### config.mk
export PLATFORM = sky130hd
export DESIGN_NAME = mem_port_arbiter
export DESIGN_NICKNAME = d
export VERILOG_FILES = /design/src/rtl/mem_port_arbiter_pkg.sv /design/src/rtl/mem_timeout_cnt.sv /design/src/rtl/mem_port_arbiter.sv
export SDC_FILE = /design/constraint.sdc
export NUM_CORES = 1
export LEC_CHECK = 0
export CAP_MARGIN = 40
export CORE_AREA = 2 2 92 182
export DETAILED_ROUTE_END_ITERATION = 8
export DIE_AREA = 0 0 94 184
export PLACE_DENSITY = 0.74
export SETUP_SLACK_MARGIN = 0.4
export SYNTH_ARGS = -nofsm -noshare
export SYNTH_HDL_FRONTEND = slang
export SYNTH_SLANG_ARGS = --single-unit
### constraint.sdc
create_clock -name clk_w_i -period 4.8 [get_ports clk_w_i]
set_clock_uncertainty 0.05 [all_clocks]
set_input_delay 1.2 -clock clk_w_i [delete_from_list [all_inputs] [get_ports clk_w_i]]
set_output_delay 1.2 -clock clk_w_i [all_outputs]
set_load 0.005 [all_outputs]
### src/rtl/mem_port_arbiter_pkg.sv
// Shared definitions for the memory port arbiter: FSM state encodings and default widths.
package mem_port_arbiter_pkg;

    localparam int DEF_ADDR_W = 32;
    localparam int DEF_DATA_W = 32;

    typedef enum logic [1:0] {
        ST_IDLE   = 2'd0,
        ST_BUSY_I = 2'd1,
        ST_BUSY_D = 2'd2,
        ST_DONE   = 2'd3
    } arb_state_t;

endpackage

### src/rtl/mem_timeout_cnt.sv
// Wait counter for a bus transaction; saturates at MAX_WAIT.
module mem_timeout_cnt #(
    parameter int MAX_WAIT = 15,
    parameter int CNT_W    = $clog2(MAX_WAIT + 1)
) (
    input  logic             clk,
    input  logic             rst,
    input  logic             clr,
    input  logic             en,
    output logic [CNT_W-1:0] count,
    output logic             expired
);

    assign expired = (count == CNT_W'(MAX_WAIT));

    always_ff @(posedge clk or posedge rst) begin
        if (rst) begin
            count <= '0;
        end else if (clr) begin
            count <= '0;
        end else if (en && !expired) begin
            count <= count + 1'b1;
        end
    end

endmodule

### src/rtl/mem_port_arbiter.sv
// Arbitrates the single memory port between instruction fetch and load/store traffic,
// data having fixed priority; returns per-requester read data and a pipeline stall.
module mem_port_arbiter
    import mem_port_arbiter_pkg::*;
#(
    parameter int ADDR_W   = DEF_ADDR_W,
    parameter int DATA_W   = DEF_DATA_W,
    parameter int MAX_WAIT = 15
) (
    input  logic                clk_w_i,
    input  logic                rst_w_i_h,
    input  logic                if_req_w_i_h,
    input  logic [ADDR_W-1:0]   if_addr_w_i,
    output logic                if_valid_w_o_h,
    output logic [DATA_W-1:0]   if_rdata_w_o,
    input  logic                mem_rd_w_i_h,
    input  logic                mem_wr_w_i_h,
    input  logic [ADDR_W-1:0]   d_addr_w_i,
    input  logic [DATA_W-1:0]   d_wdata_w_i,
    input  logic [DATA_W/8-1:0] d_be_w_i,
    output logic                d_valid_w_o_h,
    output logic [DATA_W-1:0]   d_rdata_w_o,
    output logic                bus_req_w_o_h,
    output logic                bus_we_w_o_h,
    output logic [ADDR_W-1:0]   bus_addr_w_o,
    output logic [DATA_W-1:0]   bus_wdata_w_o,
    output logic [DATA_W/8-1:0] bus_be_w_o,
    input  logic                bus_ready_w_i_h,
    input  logic [DATA_W-1:0]   bus_rdata_w_i,
    output logic                stall_w_o_h,
    output logic                err_w_o_h
);

    localparam int CNT_W = $clog2(MAX_WAIT + 1);

    arb_state_t       state, state_nxt;
    logic             busy;
    logic             d_req;
    logic             owner_d;
    logic             timeout;
    logic             cnt_expired;
    logic [CNT_W-1:0] wait_cnt;

    assign busy  = (state == ST_BUSY_I) || (state == ST_BUSY_D);
    assign d_req = mem_rd_w_i_h | mem_wr_w_i_h;

    // Abort on the edge that closes the MAX_WAIT-th unanswered BUSY cycle.
    assign timeout = busy && !bus_ready_w_i_h &&
                     (cnt_expired || (wait_cnt == CNT_W'(MAX_WAIT - 1)));

    mem_timeout_cnt #(
        .MAX_WAIT (MAX_WAIT),
        .CNT_W    (CNT_W)
    ) u_timeout (
        .clk     (clk_w_i),
        .rst     (rst_w_i_h),
        .clr     (state == ST_IDLE),
        .en      (busy && !bus_ready_w_i_h),
        .count   (wait_cnt),
        .expired (cnt_expired)
    );

    always_ff @(posedge clk_w_i or posedge rst_w_i_h) begin
        if (rst_w_i_h) begin
            state <= ST_IDLE;
        end else begin
            state <= state_nxt;
        end
    end

    always_comb begin
        state_nxt = state;
        case (state)
            ST_IDLE: begin
                if (d_req) begin
                    state_nxt = ST_BUSY_D;
                end else if (if_req_w_i_h) begin
                    state_nxt = ST_BUSY_I;
                end
            end
            ST_BUSY_I, ST_BUSY_D: begin
                if (bus_ready_w_i_h || timeout) begin
                    state_nxt = ST_DONE;
                end
            end
            default: state_nxt = ST_IDLE;
        endcase
    end

    always_ff @(posedge clk_w_i or posedge rst_w_i_h) begin
        if (rst_w_i_h) begin
            bus_we_w_o_h  <= 1'b0;
            bus_addr_w_o  <= '0;
            bus_wdata_w_o <= '0;
            bus_be_w_o    <= '0;
            owner_d       <= 1'b0;
            if_rdata_w_o  <= '0;
            d_rdata_w_o   <= '0;
            err_w_o_h     <= 1'b0;
        end else if (state == ST_IDLE) begin
            if (d_req) begin
                // A simultaneous rd/wr is resolved as a write and flagged.
                bus_we_w_o_h  <= mem_wr_w_i_h;
                bus_addr_w_o  <= d_addr_w_i;
                bus_wdata_w_o <= d_wdata_w_i;
                bus_be_w_o    <= d_be_w_i;
                owner_d       <= 1'b1;
                if (mem_rd_w_i_h && mem_wr_w_i_h) begin
                    err_w_o_h <= 1'b1;
                end
            end else if (if_req_w_i_h) begin
                bus_we_w_o_h <= 1'b0;
                bus_addr_w_o <= if_addr_w_i;
                bus_be_w_o   <= '1;
                owner_d      <= 1'b0;
            end
        end else if (busy) begin
            if (bus_ready_w_i_h) begin
                if (!owner_d) begin
                    if_rdata_w_o <= bus_rdata_w_i;
                end else if (!bus_we_w_o_h) begin
                    d_rdata_w_o <= bus_rdata_w_i;
                end
            end else if (timeout) begin
                err_w_o_h <= 1'b1;
                if (!owner_d) begin
                    if_rdata_w_o <= '0;
                end else if (!bus_we_w_o_h) begin
                    d_rdata_w_o <= '0;
                end
            end
        end
    end

    assign bus_req_w_o_h  = busy;
    assign if_valid_w_o_h = (state == ST_DONE) && !owner_d;
    assign d_valid_w_o_h  = (state == ST_DONE) && owner_d;
    assign stall_w_o_h    = ((state != ST_DONE) && (if_req_w_i_h || d_req)) || busy;

endmodule

After elaboration in Yosys (flattened, before gate mapping)
Cells that the tools add are included.

storage, ports and cells
  memories kept = 0
  RAM bits = 0
  input bits = 138
  bits in registers = 141
  output and inout bits = 138
  latch bits = 0
  memory bits (read-only) = 0
  logic and storage cells = 84

operators by class
  bitwise operators = 3
  shift operators = 0
  reductions and logical operators = 28
  order comparisons = 0
  equal/unequal tests = 13
  divide/modulo/power cells = 0
  mux-type cells = 29
  $mul = 0
  add/sub/neg operators = 1

operator list
  kind                                                                     count
  32-bit two-way mux                                                       12
  4-bit two-way mux                                                        4
  2-bit inequality test, second input constant                             6
  2-bit nonzero test                                                       5
  1-bit two-way mux                                                        9
  4-bit equality test, second input constant                               2
  1-bit logical AND                                                        7
  2-bit two-way mux                                                        3
  2-bit AND reduction                                                      3
  6-bit AND reduction                                                      1
  1-bit logical OR                                                         5
  5-bit AND reduction                                                      1
  4-bit by 1-bit adder with 4-bit output, second input constant            1
  2-bit equality test, second input constant                               2
  2-bit case mux with 2 select lines                                       1
  4-bit AND reduction                                                      1
  1-bit logical NOT                                                        3
  3-bit inequality test, second input constant                             1
  2-bit by 1-bit equality test with 1-bit output, second input constant    1
  2-bit logical NOT                                                        1
  2-bit by 1-bit inequality test with 1-bit output, second input constant  1
  1-bit inverter                                                           2
  2-bit OR reduction                                                       1
  1-bit bitwise OR                                                         1

Logic depth before layout (Yosys ltp)
  depth after elaboration = 8
  gate-level depth with buffers = 7
  gate-level depth less buffers = 5

By module
From an unflattened synthesis, not the netlist that was laid out.

unflattened totals
  cells, all modules = 423
  area, all modules = 5,745.5 µm²

modules (own cells, without submodules)
  module            times used  seq. area each (µm²)  cells each  area each (µm²)
  mem_port_arbiter  1           3,428.3               402         5,512.8
  mem_timeout_cnt   1           100.1                 21          232.7

Worst setup path before layout
Ideal clock, no wire load.

  kind = input to output
  from = in if_req_w_i_h
  to = out stall_w_o_h
  path buffers = 0
  arrival time = 1.642 ns
  required time = 3.550 ns
  stages = 2
  setup slack = 1.908 ns
  cells stage by stage = nor3_1 > o21ai_0

on the way
  word-level cells in the longest chain between the ends = 3

ends and longest elaborated chain
  what               RTL line                 source
  start, declared    mem_port_arbiter.sv:12   input logic if_req_w_i_h,
  1-bit logical OR   mem_port_arbiter.sv:138  assign stall_w_o_h = ((state != ST_DONE) && (if_req_w_i_h || d_req)) || busy;
  1-bit logical AND  mem_port_arbiter.sv:138
  1-bit logical OR   mem_port_arbiter.sv:138
  end, declared      mem_port_arbiter.sv:30   output logic stall_w_o_h,

Every way passes these cells.

Worst setup path in the final report
  from = in mem_wr_w_i_h
  to = out stall_w_o_h

on the way
  word-level cells in the longest chain between the ends = 4

ends and longest elaborated chain
  what               RTL line                 source
  start, declared    mem_port_arbiter.sv:17   input logic mem_wr_w_i_h,
  1-bit bitwise OR   mem_port_arbiter.sv:45   assign d_req = mem_rd_w_i_h | mem_wr_w_i_h;
  1-bit logical OR   mem_port_arbiter.sv:138
  1-bit logical AND  mem_port_arbiter.sv:138
  1-bit logical OR   mem_port_arbiter.sv:138

Every way passes these cells.

==> run metrics <==
CP Class=input pin to primary output; vias=4514; layout cell share with drive strength beyond 1=about 11%; DRC=0; Slew Limit Headroom=51.9%; Die ar.=roughly 17000 um2; most common cell after layout, fill and taps aside=clkdlybuf4s50_1; RSZ-0062 raised after global routing=false; worst vdd rail ir drop=between 300 and 400 uV; vias in the first global route=between 4000 and 5000; initial core utilization=36.2%; RR Endpoint=if_rdata_w_o[13]; flip-flop and latch count after synthesis=between 100 and 150; cells after synthesis=420; CTS Sinks=approximately 140; initial antenna violation count=0; switching power=between 1.5 and 2 mW; Seq/Total Area, Yosys=between 60% and 70%; GR Overflow Total=0; Cell Area, Synth=5740 um2; Combinational Power Share=approximately 43%; Post-synth EDFFs=0; first-pass GRT wire length=roughly 26000 um; CTS tree=done; clk_lat worst skew=slightly above 0.4 ns; Root Driver=clkbuf_16; die width=94 um; P_leak=4.10 nW; Post-Syn Nets=563; final setup vio count=0; Tcrit/Tclk final=between 80% and 90%; Hold-fix buffers, CTS=0; CP startpoint=mem_wr_w_i_h; nature of the critical path startpoint=input pin; CTS max path bufs=2; synth warn=0; WL final=between 15000 and 20000 um; reg2reg start=state[0]; crit path cell chain=clkdlybuf4s50_1 > nor3_1 > o21ai_0 > clkdlybuf4s50_1; post-synth cell types=38; Reg2Reg Depth=6; post-CTS setup buffer count=0; Initial DRC Count=roughly 110; average cell area after synthesis=between 10 and 15 um2; Die H=~180 um; Sw Ratio=between 20% and 30%; Via density=roughly 5.0; critical path endpoint category=primary output; most frequent cells in the layout=275 x clkdlybuf4s50_1, 141 x dfrtp_1, 65 x a22o_1, 34 x nand2_1, 32 x mux2i_1; Worst EP arrival=about 2.8 ns; Hold Path Class=flip-flop to flip-flop; Reg2Reg Setup Slack=~2.6 ns; PortBufs=around 280; routability congestion estimate=0.804; Synth Area in XOR/XNOR=0%; Compound-Gate Fraction of Synth Area=roughly 16%; Final #Nets=around 840; # IOs=about 280; Clk pwr share=between 20% and 30%; status=complete, no violations; Total GRT Usage=around 19%; Pre-antenna DRT Iters=6; total CTS buffers=17; largest net degree at the start of global routing=roughly 140; Simple-Gate Fraction of Synth Area=between 4 and 5%; critical path peak fanout=7; Routed WL per cell=about 18 um; MaxCap Viol Count=0; Int Power=~4.3 mW; fin util=between 50% and 60%; Clock Pin Slew Worst Setup and Hold Paths=~0.06 ns; HPWL after DPL=~12000 um; Core Region=15900 um2; Worst-Margin Slew=0.722 ns; async set-reset flop share out of synthesis=100%; Sequential Power Share=34.4%; WP data required=around 3.6 ns; Crit path largest cell delay=about 0.61 ns; PostCTS Resize Cnt=0; final hold violations=0; fmax=246 MHz; main combinational cell family by area after synthesis=compound AO/OA/AOI/OAI gates; worst setup path end=stall_w_o_h; H-tree lvl count=4; Slowest-stage cell, CP=clkdlybuf4s50_1; Final Critical Period=4.07 ns; Post-Synth Adder-Cell Area=1.09%; Max Slew Vio Count=0; Rows=65; antenna viol nets, final=0; ys flop type=dfrtp_1; most used cell, CP=clkdlybuf4s50_1; ANT cells=0; setup_tns=0 ns; PD cells=651 nW/um2; area growth from synthesis to layout=61.7%; multiplexer share of the synthesized area=between 10% and 20%
-- synthesized netlist by cell type (2+ instances only) --
cell type / count / share of area, %
o21ai_0: 14 / 1.2
o22a_1: 4 / 0.61
a22o_1: 65 / 9.9
o21ai_1: 22 / 1.9
buf_2: 9 / 0.78
mux2i_1: 32 / 5.6
dfrtp_1: 141 / 61
inv_1: 8 / 0.52
nand2_1: 34 / 2.2
buf_6: 7 / 1.4
and3_1: 2 / 0.22
clkbuf_1: 2 / 0.13
o21ai_2: 2 / 0.31
buf_4: 11 / 1.4
or3_1: 2 / 0.22
o311ai_0: 2 / 0.31
mux2_2: 18 / 3.5
ha_1: 5 / 1.1
o41ai_1: 2 / 0.31
and2_1: 3 / 0.33
mux2_4: 15 / 3.9
a21oi_1: 4 / 0.35
-- metrics by stage --
| stage | cell area, um2 | total power [mW] | setup slack [ns] | cells | hold slack, ns |
|---|---|---|---|---|---|
| floorplan | 5750 | 3.19 | 1.79 | 420 | 0.418 |
| global placement | 8640 | 4.60 | 0.720 | 875 | 0.413 |
| detailed placement | 8660 | 4.69 | 0.739 | 876 | 0.411 |
| CTS | 9290 | 6.13 | 0.722 | 907 | 0.435 |
| global route | 9290 | 6.43 | 0.642 | 907 | 0.454 |
| finish | 9290 | 6.05 | 0.732 | 907 | 0.431 |
-- area by class of cell --
class,count,area [um2]
multi-input cells,241,1990
inverters,8,33.8
clock inverters,10,161
clock buffers,21,470
repair buffers,285,2850
flip-flops and latches,141,3530
fillers,1310,6570
well taps,201,251
-- cells by family after synthesis --
logic type / after synthesis
AOI/OAI and AO/OA: 120
adders and majority gates: 5
buffers and inverters: 38
DFF: 141
muxes: 66
and+or+nand+nor: 50
-- power groups by stage --
stage,Sequential [mW],Combinational [mW],Clock [mW]
after floorplan,2.10,1.10,0
after global placement,2.07,2.53,0
after detailed placement,2.09,2.60,0
after CTS,2.08,2.62,1.43
after global routing,2.15,2.80,1.48
final,2.08,2.57,1.40
-- sequential cells by signal, indices dropped and copies added (netlist names) --
register         flops
d_rdata_w_o         32
owner_d              1
err_w_o_h            1
state                2
if_rdata_w_o        32
bus_wdata_w_o       32
bus_we_w_o_h         1
u_timeout.count      4
bus_be_w_o           4
bus_addr_w_o        32
-- layer usage --
layer  routed length, um  vias to the layer above  GRT usage [%]
met1                5590                     2226           20.5
met2                9210                      188           35.8
li1                    -                     2076              -
met5                   0                        -              0
met3                1040                       24           5.41
met4                 403                        0           7.54
-- worst min-delay path by stage --
| stage | slack, ns | cells after the start | end | from |
|---|---|---|---|---|
| floorplan | 0.42 | 1 | err_w_o_h | err_w_o_h |
| global placement | 0.41 | 2 | bus_addr_w_o[11] | bus_addr_w_o[11] |
| detailed placement | 0.41 | 1 | err_w_o_h | err_w_o_h |
| CTS | 0.44 | 1 | err_w_o_h | err_w_o_h |
| global route | 0.45 | 1 | err_w_o_h | err_w_o_h |
| finish | 0.43 | 2 | bus_addr_w_o[15] | bus_addr_w_o[15] |
-- worst max-delay path: cells and delay by family --
kind | cells | cell delay, ns
AND/OR/NAND/NOR | 1 | 0.42
buffers and inverters | 2 | 1.07
AO/OA/AOI/OAI | 1 | 0.13
No activity file was read; power rests on OpenSTA's default activity.
